### src/rtl/box_plotter_if.sv
// Box plotter bus: upstream position/colour in, VGA pixel stream and status out.
interface box_plotter_if;
  logic       frame_tick;
  logic [7:0] x_in;
  logic [6:0] y_in;
  logic [2:0] colour_in;
  logic [7:0] x_out;
  logic [6:0] y_out;
  logic [2:0] colour_out;
  logic       plot;
  logic       busy;
  logic       done;

  // Upstream / environment side: issues ticks and positions, observes pixels.
  modport master (
    output frame_tick, x_in, y_in, colour_in,
    input  x_out, y_out, colour_out, plot, busy, done
  );

  // Plotter side.
  modport slave (
    input  frame_tick, x_in, y_in, colour_in,
    output x_out, y_out, colour_out, plot, busy, done
  );
endinterface

### src/rtl/box_plotter.sv
// Box plotter: on each frame tick erases the box at its previous position, then
// redraws it at the new origin/colour, one pixel per clock to the VGA adapter.
// Outputs are registered from next-state values, so the first pixel of a scan is
// visible in the cycle right after the edge that enters the scan state.
module box_plotter #(
  parameter int unsigned BOX_W     = 4,
  parameter int unsigned BOX_H     = 4,
  parameter int unsigned SCR_W     = 160,
  parameter int unsigned SCR_H     = 120,
  parameter logic [2:0]  BG_COLOUR = 3'b000
) (
  input  logic         clock,
  input  logic         reset,
  box_plotter_if.slave bus
);

  localparam int unsigned CW = 4;

  localparam logic [2:0] S_IDLE  = 3'd0;
  localparam logic [2:0] S_ERASE = 3'd1;
  localparam logic [2:0] S_LOAD  = 3'd2;
  localparam logic [2:0] S_DRAW  = 3'd3;
  localparam logic [2:0] S_DONE  = 3'd4;

  logic [2:0]    r_state;
  logic [CW-1:0] r_col;
  logic [CW-1:0] r_row;
  logic [7:0]    r_old_x;
  logic [6:0]    r_old_y;
  logic [2:0]    r_old_c;
  logic          r_have_prev;

  logic [7:0]    r_x_out;
  logic [6:0]    r_y_out;
  logic [2:0]    r_colour_out;
  logic          r_plot;
  logic          r_busy;
  logic          r_done;

  logic [2:0]    w_state_nxt;
  logic [CW-1:0] w_col_nxt;
  logic [CW-1:0] w_row_nxt;
  logic [7:0]    w_org_x;
  logic [6:0]    w_org_y;
  logic [2:0]    w_draw_c;
  logic [8:0]    w_px;
  logic [7:0]    w_py;
  logic          w_scan;
  logic          w_vis;

  // Next-state and scan-counter logic; counters only move inside ERASE/DRAW.
  always_comb begin
    w_state_nxt = r_state;
    w_col_nxt   = r_col;
    w_row_nxt   = r_row;
    case (r_state)
      S_IDLE: begin
        if (bus.frame_tick) begin
          w_state_nxt = r_have_prev ? S_ERASE : S_LOAD;
        end
      end
      S_ERASE, S_DRAW: begin
        if (r_col == CW'(BOX_W - 1)) begin
          w_col_nxt = '0;
          if (r_row == CW'(BOX_H - 1)) begin
            w_row_nxt   = '0;
            w_state_nxt = (r_state == S_ERASE) ? S_LOAD : S_DONE;
          end else begin
            w_row_nxt = r_row + CW'(1);
          end
        end else begin
          w_col_nxt = r_col + CW'(1);
        end
      end
      S_LOAD:  w_state_nxt = S_DRAW;
      S_DONE:  w_state_nxt = S_IDLE;
      default: w_state_nxt = S_IDLE;
    endcase
  end

  // Pixel for the next cycle; LOAD forwards the incoming origin since it is captured at the same edge.
  always_comb begin
    w_org_x  = (r_state == S_LOAD) ? bus.x_in      : r_old_x;
    w_org_y  = (r_state == S_LOAD) ? bus.y_in      : r_old_y;
    w_draw_c = (r_state == S_LOAD) ? bus.colour_in : r_old_c;
    w_px     = 9'(w_org_x) + 9'(w_col_nxt);
    w_py     = 8'(w_org_y) + 8'(w_row_nxt);
    w_scan   = (w_state_nxt == S_ERASE) || (w_state_nxt == S_DRAW);
    w_vis    = (w_px < 9'(SCR_W)) && (w_py < 8'(SCR_H));
  end

  // State and scan counters.
  always_ff @(posedge clock or posedge reset) begin
    if (reset) begin
      r_state <= S_IDLE;
      r_col   <= '0;
      r_row   <= '0;
    end else begin
      r_state <= w_state_nxt;
      r_col   <= w_col_nxt;
      r_row   <= w_row_nxt;
    end
  end

  // Capture the new box position and colour in LOAD; it becomes the erase target next frame.
  always_ff @(posedge clock or posedge reset) begin
    if (reset) begin
      r_old_x     <= '0;
      r_old_y     <= '0;
      r_old_c     <= '0;
      r_have_prev <= 1'b0;
    end else if (r_state == S_LOAD) begin
      r_old_x     <= bus.x_in;
      r_old_y     <= bus.y_in;
      r_old_c     <= bus.colour_in;
      r_have_prev <= 1'b1;
    end
  end

  // Registered VGA pixel and status outputs; off-screen slots keep timing but suppress plot.
  always_ff @(posedge clock or posedge reset) begin
    if (reset) begin
      r_x_out      <= '0;
      r_y_out      <= '0;
      r_colour_out <= '0;
      r_plot       <= 1'b0;
      r_busy       <= 1'b0;
      r_done       <= 1'b0;
    end else begin
      r_busy <= (w_state_nxt != S_IDLE);
      r_done <= (w_state_nxt == S_DONE);
      r_plot <= w_scan && w_vis;
      if (w_scan) begin
        r_x_out      <= w_px[7:0];
        r_y_out      <= w_py[6:0];
        r_colour_out <= (w_state_nxt == S_ERASE) ? BG_COLOUR : w_draw_c;
      end else begin
        r_x_out      <= '0;
        r_y_out      <= '0;
        r_colour_out <= '0;
      end
    end
  end

  assign bus.x_out      = r_x_out;
  assign bus.y_out      = r_y_out;
  assign bus.colour_out = r_colour_out;
  assign bus.plot       = r_plot;
  assign bus.busy       = r_busy;
  assign bus.done       = r_done;

endmodule
### src/flat_wrapper.sv
// flat-port wrapper written by rule: the top's interface ports become plain ports
module box_plotter_flat 
#(
  parameter int unsigned BOX_W     = 4,
  parameter int unsigned BOX_H     = 4,
  parameter int unsigned SCR_W     = 160,
  parameter int unsigned SCR_H     = 120,
  parameter logic [2:0]  BG_COLOUR = 3'b000
)
  (clock, reset, bus_frame_tick, bus_x_in, bus_y_in, bus_colour_in, bus_x_out, bus_y_out, bus_colour_out, bus_plot, bus_busy, bus_done);
  box_plotter_if bus_i ();
  input  logic clock;
  input  logic reset;
  input wire logic [$bits(bus_i.frame_tick)-1:0] bus_frame_tick;
  input wire logic [$bits(bus_i.x_in)-1:0] bus_x_in;
  input wire logic [$bits(bus_i.y_in)-1:0] bus_y_in;
  input wire logic [$bits(bus_i.colour_in)-1:0] bus_colour_in;
  output wire logic [$bits(bus_i.x_out)-1:0] bus_x_out;
  output wire logic [$bits(bus_i.y_out)-1:0] bus_y_out;
  output wire logic [$bits(bus_i.colour_out)-1:0] bus_colour_out;
  output wire logic [$bits(bus_i.plot)-1:0] bus_plot;
  output wire logic [$bits(bus_i.busy)-1:0] bus_busy;
  output wire logic [$bits(bus_i.done)-1:0] bus_done;
  assign bus_i.frame_tick = bus_frame_tick;
  assign bus_i.x_in = bus_x_in;
  assign bus_i.y_in = bus_y_in;
  assign bus_i.colour_in = bus_colour_in;
  assign bus_x_out = bus_i.x_out;
  assign bus_y_out = bus_i.y_out;
  assign bus_colour_out = bus_i.colour_out;
  assign bus_plot = bus_i.plot;
  assign bus_busy = bus_i.busy;
  assign bus_done = bus_i.done;
  box_plotter #(.BOX_W(BOX_W), .BOX_H(BOX_H), .SCR_W(SCR_W), .SCR_H(SCR_H), .BG_COLOUR(BG_COLOUR)) u_core (.clock(clock), .reset(reset), .bus(bus_i));
endmodule
### config.mk
export PLATFORM = sky130hd
export DESIGN_NAME = box_plotter_flat
export DESIGN_NICKNAME = d
export VERILOG_FILES = /design/src/rtl/box_plotter_if.sv /design/src/rtl/box_plotter.sv /design/src/flat_wrapper.sv
export SDC_FILE = /design/constraint.sdc
export NUM_CORES = 1
export LEC_CHECK = 0
export ABC_AREA = 1
export ABC_CLOCK_PERIOD_IN_PS = 2500
export BUFFER_PORTS_ARGS = -buffer_cell sky130_fd_sc_hd__buf_2
export CELL_PAD_IN_SITES_DETAIL_PLACEMENT = 0
export CELL_PAD_IN_SITES_GLOBAL_PLACEMENT = 1
export CORE_MARGIN = 2
export CORE_UTILIZATION = 39
export CTS_BUF_LIST = sky130_fd_sc_hd__clkbuf_2 sky130_fd_sc_hd__clkbuf_4 sky130_fd_sc_hd__clkbuf_8
export CTS_CLUSTER_SIZE = 25
export DETAILED_ROUTE_END_ITERATION = 10
export GPL_TIMING_DRIVEN = 0
export PLACE_DENSITY_LB_ADDON = 0.1
export SYNTH_ARGS = -nofsm -noshare
export SYNTH_HDL_FRONTEND = slang
export SYNTH_SLANG_ARGS = --single-unit
### constraint.sdc
create_clock -name clock -period 2.5 [get_ports clock]
set_input_delay 0 -clock clock [delete_from_list [all_inputs] [get_ports clock]]
set_output_delay 0 -clock clock [all_outputs]
set_load 0.02 [all_outputs]
# ---- Word-level counts from Yosys, hierarchy flattened
# Index checks and enable logic that the tools add are counted.
dict set report totals {
  out_inout_bits 21
  reg_bits 51
  elab_cells 51
}
dict set report classes {
  mux 18
  n_lt_le_gt_ge 2
  n_eq_ne 8
  reduce_logical 6
  add_sub_neg 4
}
# operator count
set ops {}
lappend ops {{$mux 3} 7}
lappend ops {{$mux 4} 5}
lappend ops {{$mux 8} 2}
lappend ops {{$mux 7} 2}
lappend ops {{$add 8x4->9} 1}
lappend ops {{$eq 3x2->1 const B} 3}
lappend ops {{$lt 9x8->1 const B} 1}
lappend ops {{$pmux 3 s3} 1}
lappend ops {{$add 4x1->4 const B} 2}
lappend ops {{$add 7x4->8} 1}
lappend ops {{$eq 4x2->1 const B} 2}
lappend ops {{$lt 8x7->1 const B} 1}
lappend ops {{$eq 3x1->1 const B} 2}
lappend ops {{$eq 3x3->1 const B} 1}
lappend ops {{$logic_not 3->1} 1}
lappend ops {{$reduce_bool 3->1} 1}
lappend ops {{$logic_and 1x1->1} 2}
lappend ops {{$mux 2} 1}
lappend ops {{$reduce_or 2->1} 1}
lappend ops {{$logic_or 1x1->1} 1}

# ---- Logic depth before layout (Yosys ltp)
# Gate-level depths: netlist of run 1.
dict set report depth {
  depth_word 8
  ltp_mapped 20
}

# ---- Least setup slack after synthesis of run 1
# Ideal clock, no wire load.
dict set report synth_timing {
  path_type {flip-flop to flip-flop}
  start {reg u_core.r_state[0]}
  end {reg u_core.r_plot (netlist: u_core.bus.plot)}
  setup_ns 0.113
  n_path_buf 1
  period_less_slack_ns 2.379
  path_stages_with_launch 20
  required_time_ns 2.387
  t_arrival_ns 2.266
  path_slack_ns 0.121
  cell_sequence {dfrtp_1 > inv_2 > nand3_4 > inv_2 > clkbuf_1 > nand2_1 > nand2_1 > ha_1 > inv_1 > fa_1 > inv_1 > nand3_1 > nand2_1 > nand2_1 > nor2_1 > nand2_1 > nand2_1 > nand3_1 > nand2_1 > nor2_2}
}
# element line_no
set synth_rtl {}
lappend synth_rtl {{start, declared} box_plotter.sv:25} ;# logic [2:0] r_state;
lappend synth_rtl {{start signal, assigned} box_plotter.sv:99} ;# r_state <= w_state_nxt;
lappend synth_rtl {{$eq 3x2->1} box_plotter.sv:84} ;# w_org_y = (r_state == S_LOAD) ? bus.y_in : r_old_y;
lappend synth_rtl {{$mux 7} -}
lappend synth_rtl {{named net u_core.w_org_y[0]} box_plotter.sv:44} ;# logic [6:0] w_org_y;
lappend synth_rtl {{$add 7x4->8} box_plotter.sv:87} ;# w_py = 8'(w_org_y) + 8'(w_row_nxt);
lappend synth_rtl {{$lt 8x7->1} box_plotter.sv:89} ;# w_vis = (w_px < 9'(SCR_W)) && (w_py < 8'(SCR_H));
lappend synth_rtl {{$logic_and 1x1->1} box_plotter.sv:89}
lappend synth_rtl {{$logic_and 1x1->1} box_plotter.sv:132} ;# r_plot <= w_scan && w_vis;
lappend synth_rtl {{end signal, assigned} box_plotter.sv:132}
lappend synth_rtl {{end, declared} box_plotter.sv:36} ;# logic r_plot;
# The timed path passes the listed nets, and every way through them passes these cells.
# A chain may end at the register's enable or synchronous reset.

# ---- Final worst setup path of run 1
dict set report layout_timing {
  start {reg u_core.r_state[0]}
  end {reg u_core.r_plot (netlist: u_core.bus.plot)}
}
# element line_no
set layout_rtl {}
lappend layout_rtl {{$eq 3x2->1 or $eq 3x1->1 (tied branches)} box_plotter.sv:56} ;# case (r_state)
lappend layout_rtl {{$reduce_or 2->1 (*)} box_plotter.sv:56}
lappend layout_rtl {{$mux 4 (*)} box_plotter.sv:56}
lappend layout_rtl {{named net u_core.w_col_nxt[1]} box_plotter.sv:41} ;# logic [CW-1:0] w_col_nxt;
lappend layout_rtl {{$add 8x4->9 (*)} box_plotter.sv:86} ;# w_px = 9'(w_org_x) + 9'(w_col_nxt);
lappend layout_rtl {{$lt 9x8->1 (*)} box_plotter.sv:89}
lappend layout_rtl {{$logic_and 1x1->1 (*)} box_plotter.sv:89}
lappend layout_rtl {{$logic_and 1x1->1 (*)} box_plotter.sv:132}
# The timed path passes the listed nets; every way through them passes the cells marked *.

==> out/metrics.cfg, run 1 <==
[yosys]
synth-async-reset-ratio_pct = 100
synth.top_cell.area_share_pct = 52.6
synth-edff-count = 0
yosysSeqAreaShare_pct = 52.6
synth.net_count = 312
synth_cells = 279
synth_commonest_cells = nand2_1 (77), dfrtp_1 (51), inv_1 (33)
synth_area_leaders = dfrtp_1 (53%), nand2_1 (12%), ha_1 (5.2%), inv_1 (5.1%), nand3_1 (3.9%)
ys_warn_count = 0
synth-seq-cells = 51
synth.most_common_cell = nand2_1
synth_ff_type = dfrtp_1
synth_area_mm2 = 0.00243
synth_cell_types = 28
avgSynthCellArea_um2 = 8.70
synth_top_area_cell = dfrtp_1

[timing]
rsz0062_at_grt = true
final.min_clock_period_ps = 2380
setup_violations = 0
clock_skew_ps = 10.3
fin_crit_sh_pct = 95.3
slew_viol_final = 0
maxSlewHeadroom_pct = 72.1
final_hold_viol_count = 0
fmaxAchievable_mhz = 420
tightestPinTransition_ps = 418

[setup_path]
worst_setup_path_start_kind = flop
cp-end-kind = flop
cp.required_ps = 2740
path_cells = inv_4 -> nor2_4 -> buf_4 -> buf_4 -> or2_2 -> o21ai_2 -> inv_1 -> ha_1 -> nand3_1 -> nand2_1 -> nand2_1 -> nand2_2 -> nand2_1 -> nand2_1 -> nand2_1 -> nand2_1 -> nand2_1 -> inv_1 -> nor2_2
critPathMostFrequentCell = nand2_1
cpPeakStageDelay_ps = 420
worst-endpoint-arrival_ps = 2630
crit_path_max_fanout = 4
cpMaxStageDelayCell = dfrtp_1
worstSetupPathType = reg2reg

[power]
p_leak_nw = 1.69
power_density_mw_per_mm2 = 1310
total_power_mw = 4.33
vdd_drop_max_mv = 0.551

[die]
fp.coreArea_mm2 = 0.00596
io_pins = 42
die_width_um = 82.9
die_h_um = 82.9
num_rows = 28
initial_core_util_pct = 40.8
die-area_mm2 = 0.00687

[global_route]
grt_max_degree = 35
grt_pass1_vias = 1936
overflow = 0
antenna_found_initial = 0
grt.total_usage_pct = 16.1
grt_pass1_wl_um = 8960

[placement]
dp_hpwl_um = 3600
placed_cell_area_mm2 = 0.00275
port_buffers = 41
place_congestion = 0.798
placed_cells = 396

[cts]
cts_root_buf = clkbuf_8
clock_latency_ps = 300
cts.sinks = 51
cts.htree.levels = 2
cts_buffers = 5
clk_pin_slew_ps = 90
clockBufferDepth = 2
cts_tree = built

[route]
wl_per_cell_um = 12.4
drt-met1-wl_um = 2580
ant_nets = 0
highest_layer = met4
routed_wl_um = 5370
dr_total_vias = 1966
drtIter0Drc = 39
drcViolationCount = 0
drtPass1Iterations = 4
route.met2.wl_um = 2550
routed_via_density = 4.53
wl_met3_um = 178

[run_status]
status = finished clean

[cells_and_area]
final_area_mm2 = 0.00330
final_cells = 434
drive_gt1_share_pct = 34.3
nets = 392
insertedDiodeCount = 0
postLayoutCoreUtil_pct = 55.3
area_growth_pct = 35.8

[worst_hold_path]
hold_path_class = in2reg

[run]
drv_cap = 0

[sequential cells by signal, summed over array words and instances, names as in the netlist]
signal                 count
u_core.r_col               4
u_core.bus.colour_out      3
u_core.r_have_prev         1
u_core.bus.y_out           7
u_core.bus.plot            1
u_core.r_state             3
u_core.bus.busy            1
u_core.r_old_c             3
u_core.r_old_y             7
u_core.r_row               4
u_core.bus.x_out           8
u_core.r_old_x             8
u_core.bus.done            1
[final timing paths]
kind	startpoint	endpoint	slack [ps]	depth (start not counted)
setup / recovery	u_core.r_state[0]$_DFF_PP0_	u_core.bus.plot$_DFF_PP0_	120	19
hold / removal	bus_x_in[4]	u_core.r_old_x[4]$_DFF_PP0_	20	3
setup reg to reg	u_core.r_state[0]$_DFF_PP0_	u_core.bus.plot$_DFF_PP0_	120	19
hold reg to reg	u_core.r_old_c[1]$_DFF_PP0_	u_core.r_old_c[1]$_DFF_PP0_	480	2
max in group asynchronous	reset	u_core.r_state[2]$_DFF_PP0_	1730	4
min in group asynchronous	reset	u_core.bus.colour_out[2]$_DFF_PP0_	230	3
[per-stage QoR]
step	setup WS, ps	TNS (ps)	hold WS, ps
floorplan	121	0	128
global route	-74.3	-74.3	25.7
global placement	-426	-1320	224
detailed placement	-396	-1250	22.8
finish	117	0	23.5
CTS	2.34	0	5.52
[metal layers]
layer | GRT usage [%] | vias up
met3 | 3.18 | 7
met1 | 22.1 | 893
met5 | 0 | -
li1 | - | 1035
met2 | 26.2 | 31
met4 | 4.47 | 0
[layout by cell type, fill, tap and decap left out, types with 2 or more instances in the layout]
cell	instances
a21oi_1	10
buf_2	42
dlygate4sd3_1	16
nand2_1	69
nor2_2	5
o21ai_2	4
nand3_2	3
nor2_1	20
buf_8	2
ha_4	5
fa_2	2
buf_4	16
ha_1	3
o21ai_0	6
ha_2	2
inv_4	3
xnor2_1	2
nand2_2	9
a21oi_2	2
dfrtp_1	49
o21ai_1	7
or2_2	3
clkbuf_8	5
nand3_1	17
inv_1	29
nor2_4	2
dfrtp_2	2
inv_2	9
nand4_1	4
[cell type report]
cell class | count | area, µm²
Clock buffer | 6 | 76.3
Multi-Input combinational cell | 183 | 1110
Timing Repair Buffer | 74 | 505
Sequential cell | 51 | 1280
Tap cell | 75 | 93.8
Clock inverter | 1 | 30.0
Fill cell | 567 | 2660
Inverter | 41 | 161
Buffer | 3 | 35.0
[timing repair]
item | 4_1_cts | 5_1_grt
setup endpoints to repair | 7 | 6
hold buffers | 16 | 0
hold endpoints to repair | 35 | 0
setup buffers | 9 | 7
resized for setup | 20 | 33
pin swaps | 2 | 20
[where the power goes]
| group | switching, mW | internal, mW |
|---|---|---|
| clock | 0.266 | 0.305 |
| combinational | 1.50 | 0.965 |
| sequential | 0.107 | 1.18 |
[cells by family after synthesis]
logic type | Yosys count | synth area share, %
simple gates | 136 | 24.6
flops | 51 | 52.6
buf+inv | 45 | 7.37
compound gates | 32 | 7.53
fa+ha+maj | 12 | 6.80
xor+xnor | 3 | 1.08
[critical path, delay by kind of cell, from the launching register on]
family | cells | cell delay, ps
buf+inv | 5 | 470
simple gates | 12 | 1050
fa+ha+maj | 1 | 290
flops | 1 | 420
compound gates | 1 | 90
Note: power is estimated with default switching activity, not from simulation.
==> run 2, diff against run 1 <==
Settings changed: HOLD_SLACK_MARGIN set to 0.08.
==> run 2 against run 1 <==
Die area did not move. Setup slack barely moved. Clock power barely moved. Clock skew barely moved.
==> out/metrics.cfg, run 2 (synthesis gave the netlist of run 1 again) <==
[timing]
final.min_clock_period_ps = 2380  ; about the same
fin_crit_sh_pct = 95.3  ; about the same
fmaxAchievable_mhz = 420  ; about the same
rsz0062_at_grt = true  ; unchanged
maxSlewHeadroom_pct = 72.1  ; about the same
setup_violations = 0  ; unchanged
clock_skew_ps = 10.0  ; was 10.3 ps
slew_viol_final = 0  ; unchanged
tightestPinTransition_ps = 418  ; about the same
final_hold_viol_count = 0  ; unchanged

[route]
drtIter0Drc = 44  ; was 39
wl_per_cell_um = 12.3  ; was 12.4 µm
routed_via_density = 4.53  ; about the same
drcViolationCount = 0  ; unchanged
drtPass1Iterations = 4  ; unchanged
dr_total_vias = 1983  ; was 1966
routed_wl_um = 5390  ; was 5370 µm
ant_nets = 0  ; unchanged

[cells_and_area]
drive_gt1_share_pct = 33.9  ; was 34.3%
layout_commonest_cell = nand2_1  ; unchanged
final_cell_mix = nand2_1 (69), dfrtp_1 (49), buf_2 (42)  ; unchanged
final_area_mm2 = 0.00334  ; was 0.00330 mm²
postLayoutCoreUtil_pct = 56.0  ; was 55.3%
insertedDiodeCount = 0  ; unchanged
nets = 396  ; was 392
area_growth_pct = 37.4  ; was 35.8%

[cts]
cts_buffers = 5  ; unchanged
clock_latency_ps = 300  ; about the same
cts.htree.levels = 2  ; unchanged
clk_pin_slew_ps = 90  ; about the same
cts_root_buf = clkbuf_8  ; unchanged
cts_tree = built  ; unchanged
clockBufferDepth = 2  ; unchanged
cts.sinks = 51  ; unchanged

[global_route]
antenna_found_initial = 0  ; unchanged
grt_pass1_vias = 1949  ; was 1936
grt_max_degree = 35  ; unchanged
overflow = 0  ; unchanged
grt.total_usage_pct = 16.2  ; was 16.1%
grt_pass1_wl_um = 8990  ; was 8960 µm

[setup_path]
r2r_slack_ps = 120  ; about the same
cpPeakStageDelay_ps = 420  ; about the same
cpMaxStageDelayCell = dfrtp_1  ; unchanged
cp.required_ps = 2740  ; about the same
cp-end-kind = flop  ; unchanged
worst_setup_path_start_kind = flop  ; unchanged
worstSetupPathType = reg2reg  ; unchanged
crit_family = simple AND/OR/NAND/NOR gates  ; unchanged
worst-endpoint-arrival_ps = 2620  ; was 2630 ps
critPathMostFrequentCell = nand2_1  ; unchanged
path_cells = inv_4 -> nor2_4 -> buf_4 -> buf_4 -> or2_2 -> o21ai_2 -> inv_1 -> ha_1 -> nand3_1 -> nand2_1 -> nand2_1 -> nand2_2 -> nand2_1 -> nand2_1 -> nand2_1 -> nand2_1 -> nand2_1 -> inv_1 -> nor2_2  ; unchanged
crit_path_max_fanout = 4  ; unchanged
path_buf_inv = 5  ; unchanged

[die]
die_width_um = 82.9  ; unchanged
fp.coreArea_mm2 = 0.00596  ; unchanged
initial_core_util_pct = 40.8  ; unchanged
io_pins = 42  ; unchanged
die-area_mm2 = 0.00687  ; unchanged
num_rows = 28  ; unchanged
die_h_um = 82.9  ; unchanged

[run]
drv_cap = 0  ; unchanged

[worst_hold_path]
hold_path_class = in2async  ; was in2reg

[power]
vdd_drop_max_mv = 0.554  ; was 0.551 mV
p_leak_nw = 1.70  ; was 1.69 nW
power_density_mw_per_mm2 = 1300  ; was 1310 mW/mm²

[placement]
port_buffers = 41  ; unchanged
placed_cell_area_mm2 = 0.00275  ; unchanged
dp_hpwl_um = 3600  ; unchanged
place_congestion = 0.798  ; unchanged

[run_status]
status = finished clean  ; unchanged

run 2: worst paths after layout:
path / startpoint / end / cells after the start
setup / recovery: u_core.r_state[0]$_DFF_PP0_ / u_core.bus.plot$_DFF_PP0_ / 19
hold / removal: reset / u_core.bus.colour_out[2]$_DFF_PP0_ / 3
setup reg to reg: u_core.r_state[0]$_DFF_PP0_ / u_core.bus.plot$_DFF_PP0_ / 19
hold reg to reg: u_core.r_old_c[1]$_DFF_PP0_ / u_core.r_old_c[1]$_DFF_PP0_ / 2
max in group asynchronous: reset / u_core.r_state[2]$_DFF_PP0_ / 4
min in group clock: bus_colour_in[1] / u_core.r_old_c[1]$_DFF_PP0_ / 4
run 2: repair_timing:
action,in CTS,in global routing
hold buffers,20,0
setup buffers,9,7
resized for setup,20,33
pin swaps,2,20
endpoints found under the setup margin,7,6
endpoints found under the hold margin,74,0
run 2: metal layers:
| metal | GRT usage [%] | wire length (µm) |
|---|---|---|
| met5 | 0 | 0 |
| met3 | 3.18 | 179 |
| met2 | 26.2 | 2550 |
| met4 | 4.47 | 62 |
| met1 | 22.3 | 2600 |
run 2: area by class of cell:
type,count,area (µm²)
Buffer,3,35.0
Clock buffer,6,76.3
Clock inverter,1,30.0
Fill cell,566,2620
Inverter,41,161
Multi-Input combinational cell,183,1110
Sequential cell,51,1280
Tap cell,75,93.8
Timing Repair Buffer,78,546
run 2: worst register-to-register path, delay by kind of cell (launching register included):
| kind | cells | cell delay (ps) |
|---|---|---|
| fa+ha+maj | 1 | 290 |
| simple gates | 12 | 1060 |
| flops | 1 | 420 |
| compound gates | 1 | 90 |
| buf+inv | 5 | 470 |
run 2: report_power, final:
group | switching, mW | internal, mW | leakage [nW]
logic | 1.51 | 0.970 | 1.02
clock network | 0.266 | 0.305 | 0.0547
registers | 0.107 | 1.18 | 0.625
total | 1.88 | 2.45 | 1.70
run 2: through the flow:
step	instances	worst slack (ps)	power [mW]	hold slack (ps)	setup TNS [ps]
final	438	117	4.33	233	0
after detailed placement	396	-396	3.33	22.8	-1250
after global placement	395	-426	3.30	224	-1320
after floorplan	279	121	2.80	128	0
after global routing	438	-74.3	4.77	272	-74.3
after CTS	431	2.34	4.11	240	0
==> run 3, diff against run 2 <==
Settings changed: PLACE_DENSITY set to 0.88, PLACE_DENSITY_LB_ADDON 0.1 to unset.
==> run 3 against run 2 <==
Utilization grew 1.4 points. Global-route usage barely moved. Clock skew fell by 5.4 ps. Combinational power rose by 6%. The flow now finishes with violations (negative setup slack). Register-to-register slack lost 120 ps. Die area stayed put. First-iteration DRC count rose by 140%.
==> out/metrics.cfg, run 3 (synthesis gave the netlist of run 1 again) <==
[run_status]
status = finished with violations  ; was finished clean
failed_checks = negative setup slack

[setup_path]
cpPeakStageDelay_ps = 410  ; was 420 ps
worst_setup_path_start_kind = flop  ; unchanged
crit_path_max_fanout = 6  ; was 4
worstSetupPathType = reg2reg  ; unchanged
crit_family = simple AND/OR/NAND/NOR gates  ; unchanged
worst-endpoint-arrival_ps = 2710  ; was 2620 ps
path_cells = inv_4 -> nor2_4 -> inv_4 -> nor2_4 -> nand4_1 -> xor2_1 -> inv_1 -> ha_4 -> nand3_2 -> nand2_2 -> nand2_1 -> nor2_1 -> nand2_1 -> nand2_1 -> nand3_1 -> nand2_1 -> nor2_2  ; was inv_4 -> nor2_4 -> buf_4 -> buf_4 -> or2_2 -> o21ai_2 -> inv_1 -> ha_1 -> nand3_1 -> nand2_1 -> nand2_1 -> nand2_2 -> nand2_1 -> nand2_1 -> nand2_1 -> nand2_1 -> nand2_1 -> inv_1 -> nor2_2
cp-end-kind = flop  ; unchanged
path_buf_inv = 3  ; was 5
critPathMostFrequentCell = nand2_1  ; unchanged
cpMaxStageDelayCell = dfrtp_1  ; unchanged
cp.required_ps = 2710  ; was 2740 ps

[die]
die-area_mm2 = 0.00687  ; unchanged
fp.coreArea_mm2 = 0.00596  ; unchanged
initial_core_util_pct = 40.8  ; unchanged
die_h_um = 82.9  ; unchanged
num_rows = 28  ; unchanged
die_width_um = 82.9  ; unchanged
io_pins = 42  ; unchanged

[placement]
dp_hpwl_um = 3500  ; was 3600 µm
placed_cells = 396  ; unchanged
place_congestion = 0.881  ; was 0.798
port_buffers = 41  ; unchanged

[cells_and_area]
fillers = 525  ; was 566
postLayoutCoreUtil_pct = 57.5  ; was 56.0%
insertedDiodeCount = 0  ; unchanged
area_growth_pct = 41.0  ; was 37.4%
final_cell_mix = nand2_1 (71), dfrtp_1 (49), buf_2 (42)  ; was nand2_1 (69), dfrtp_1 (49), buf_2 (42)
drive_gt1_share_pct = 35.1  ; was 33.9%
nets = 408  ; was 396
layout_commonest_cell = nand2_1  ; unchanged
final_cells = 451  ; was 438

[global_route]
grt.total_usage_pct = 16.2  ; about the same
antenna_found_initial = 0  ; unchanged
grt_max_degree = 40  ; was 35
grt_pass1_wl_um = 8850  ; was 8990 µm
overflow = 0  ; unchanged
grt_pass1_vias = 1971  ; was 1949

[route]
dr_total_vias = 2104  ; was 1983
drtPass1Iterations = 4  ; unchanged
ant_nets = 0  ; unchanged
drtIter0Drc = 105  ; was 44
wl_per_cell_um = 12.7  ; was 12.3 µm
routed_via_density = 4.67  ; was 4.53
drcViolationCount = 0  ; unchanged
routed_wl_um = 5740  ; was 5390 µm

[timing]
final_hold_viol_count = 0  ; unchanged
rsz0062_at_grt = true  ; unchanged
setup_violations = 1  ; was 0
fmaxAchievable_mhz = 400  ; was 420 MHz
tightestPinTransition_ps = 386  ; was 418 ps
maxSlewHeadroom_pct = 74.2  ; was 72.1%
totalNegativeSetupSlack_ps = -1.18  ; was 0 ps
finalWorstSetupSlack_ps = -1.18  ; was 117 ps
clock_skew_ps = 4.63  ; was 10.0 ps
final.min_clock_period_ps = 2500  ; was 2380 ps
slew_viol_final = 0  ; unchanged
fin_crit_sh_pct = 100  ; was 95.3%

[power]
vdd_drop_max_mv = 0.673  ; was 0.554 mV
power_density_mw_per_mm2 = 1320  ; was 1300 mW/mm²
total_power_mw = 4.52  ; was 4.33 mW
p_leak_nw = 1.78  ; was 1.70 nW

[worst_hold_path]
hold_path_class = in2async  ; unchanged

[cts]
cts_root_buf = clkbuf_8  ; unchanged
clock_latency_ps = 300  ; about the same
cts.sinks = 51  ; unchanged
clockBufferDepth = 2  ; unchanged
cts_tree = built  ; unchanged
cts_buffers = 5  ; unchanged
cts.htree.levels = 2  ; unchanged
clk_pin_slew_ps = 90  ; about the same

[run]
drv_cap = 0  ; unchanged

-- run 3: where the power goes --
group / switching (mW) / internal, mW
combinational: 1.55 / 1.08
sequential: 0.124 / 1.18
clock: 0.262 / 0.324
total: 1.93 / 2.58
-- run 3: layout make-up --
cell class              instances  area, µm²  share of cell area [%]
inverters                      41        161                    4.72
well taps                      75       93.8                    2.74
repair buffers                 90        636                    18.6
plain buffers                   3       35.0                    1.02
flip-flops and latches         51       1280                    37.4
clock inverters                 2       35.0                    1.02
multi-input cells             183       1100                    32.1
clock buffers                   6       82.6                    2.41
-- run 3: routing by layer --
| metal | global-route usage [%] | vias to the layer above | routed length, µm |
|---|---|---|---|
| li1 | - | 1065 | - |
| met1 | 20.7 | 972 | 2620 |
| met2 | 25.7 | 50 | 2750 |
| met3 | 3.58 | 17 | 187 |
| met4 | 8.20 | 0 | 182 |
| met5 | 0 | - | 0 |
-- run 3: metrics by stage --
stage	hold slack, ps	worst slack, ps	area (µm²)
after floorplan	128	121	2430
after global placement	220	-361	2730
after detailed placement	-38.4	-393	2750
after CTS	167	3.18	3170
after global routing	207	-153	3420
final	176	-1.18	3420
-- run 3: worst paths after layout --
check,from,endpoint,slack (ps),cells after the start
worst max-delay path,u_core.r_state[0]$_DFF_PP0_,u_core.bus.plot$_DFF_PP0_,-1,17
worst min-delay path,reset,u_core.r_old_x[3]$_DFF_PP0_,180,3
worst max register to register,u_core.r_state[0]$_DFF_PP0_,u_core.bus.plot$_DFF_PP0_,-1,17
worst min register to register,u_core.r_old_c[0]$_DFF_PP0_,u_core.r_old_c[0]$_DFF_PP0_,480,2
max in group asynchronous,reset,u_core.r_state[1]$_DFF_PP0_,1830,4
min in group clock,bus_colour_in[0],u_core.r_old_c[0]$_DFF_PP0_,450,4
-- run 3: timing repair --
item	in CTS	in global routing
hold endpoints to repair	74	0
setup endpoints to repair	8	5
hold buffers	20	0
pin swaps	1	15
gates resized for setup	18	33
buffers inserted	9	19
-- run 3: tightest hold or removal path, stage by stage --
cell           delay [ps]
dlygate4sd3_1         530
buf_2                 120
inv_2                 220
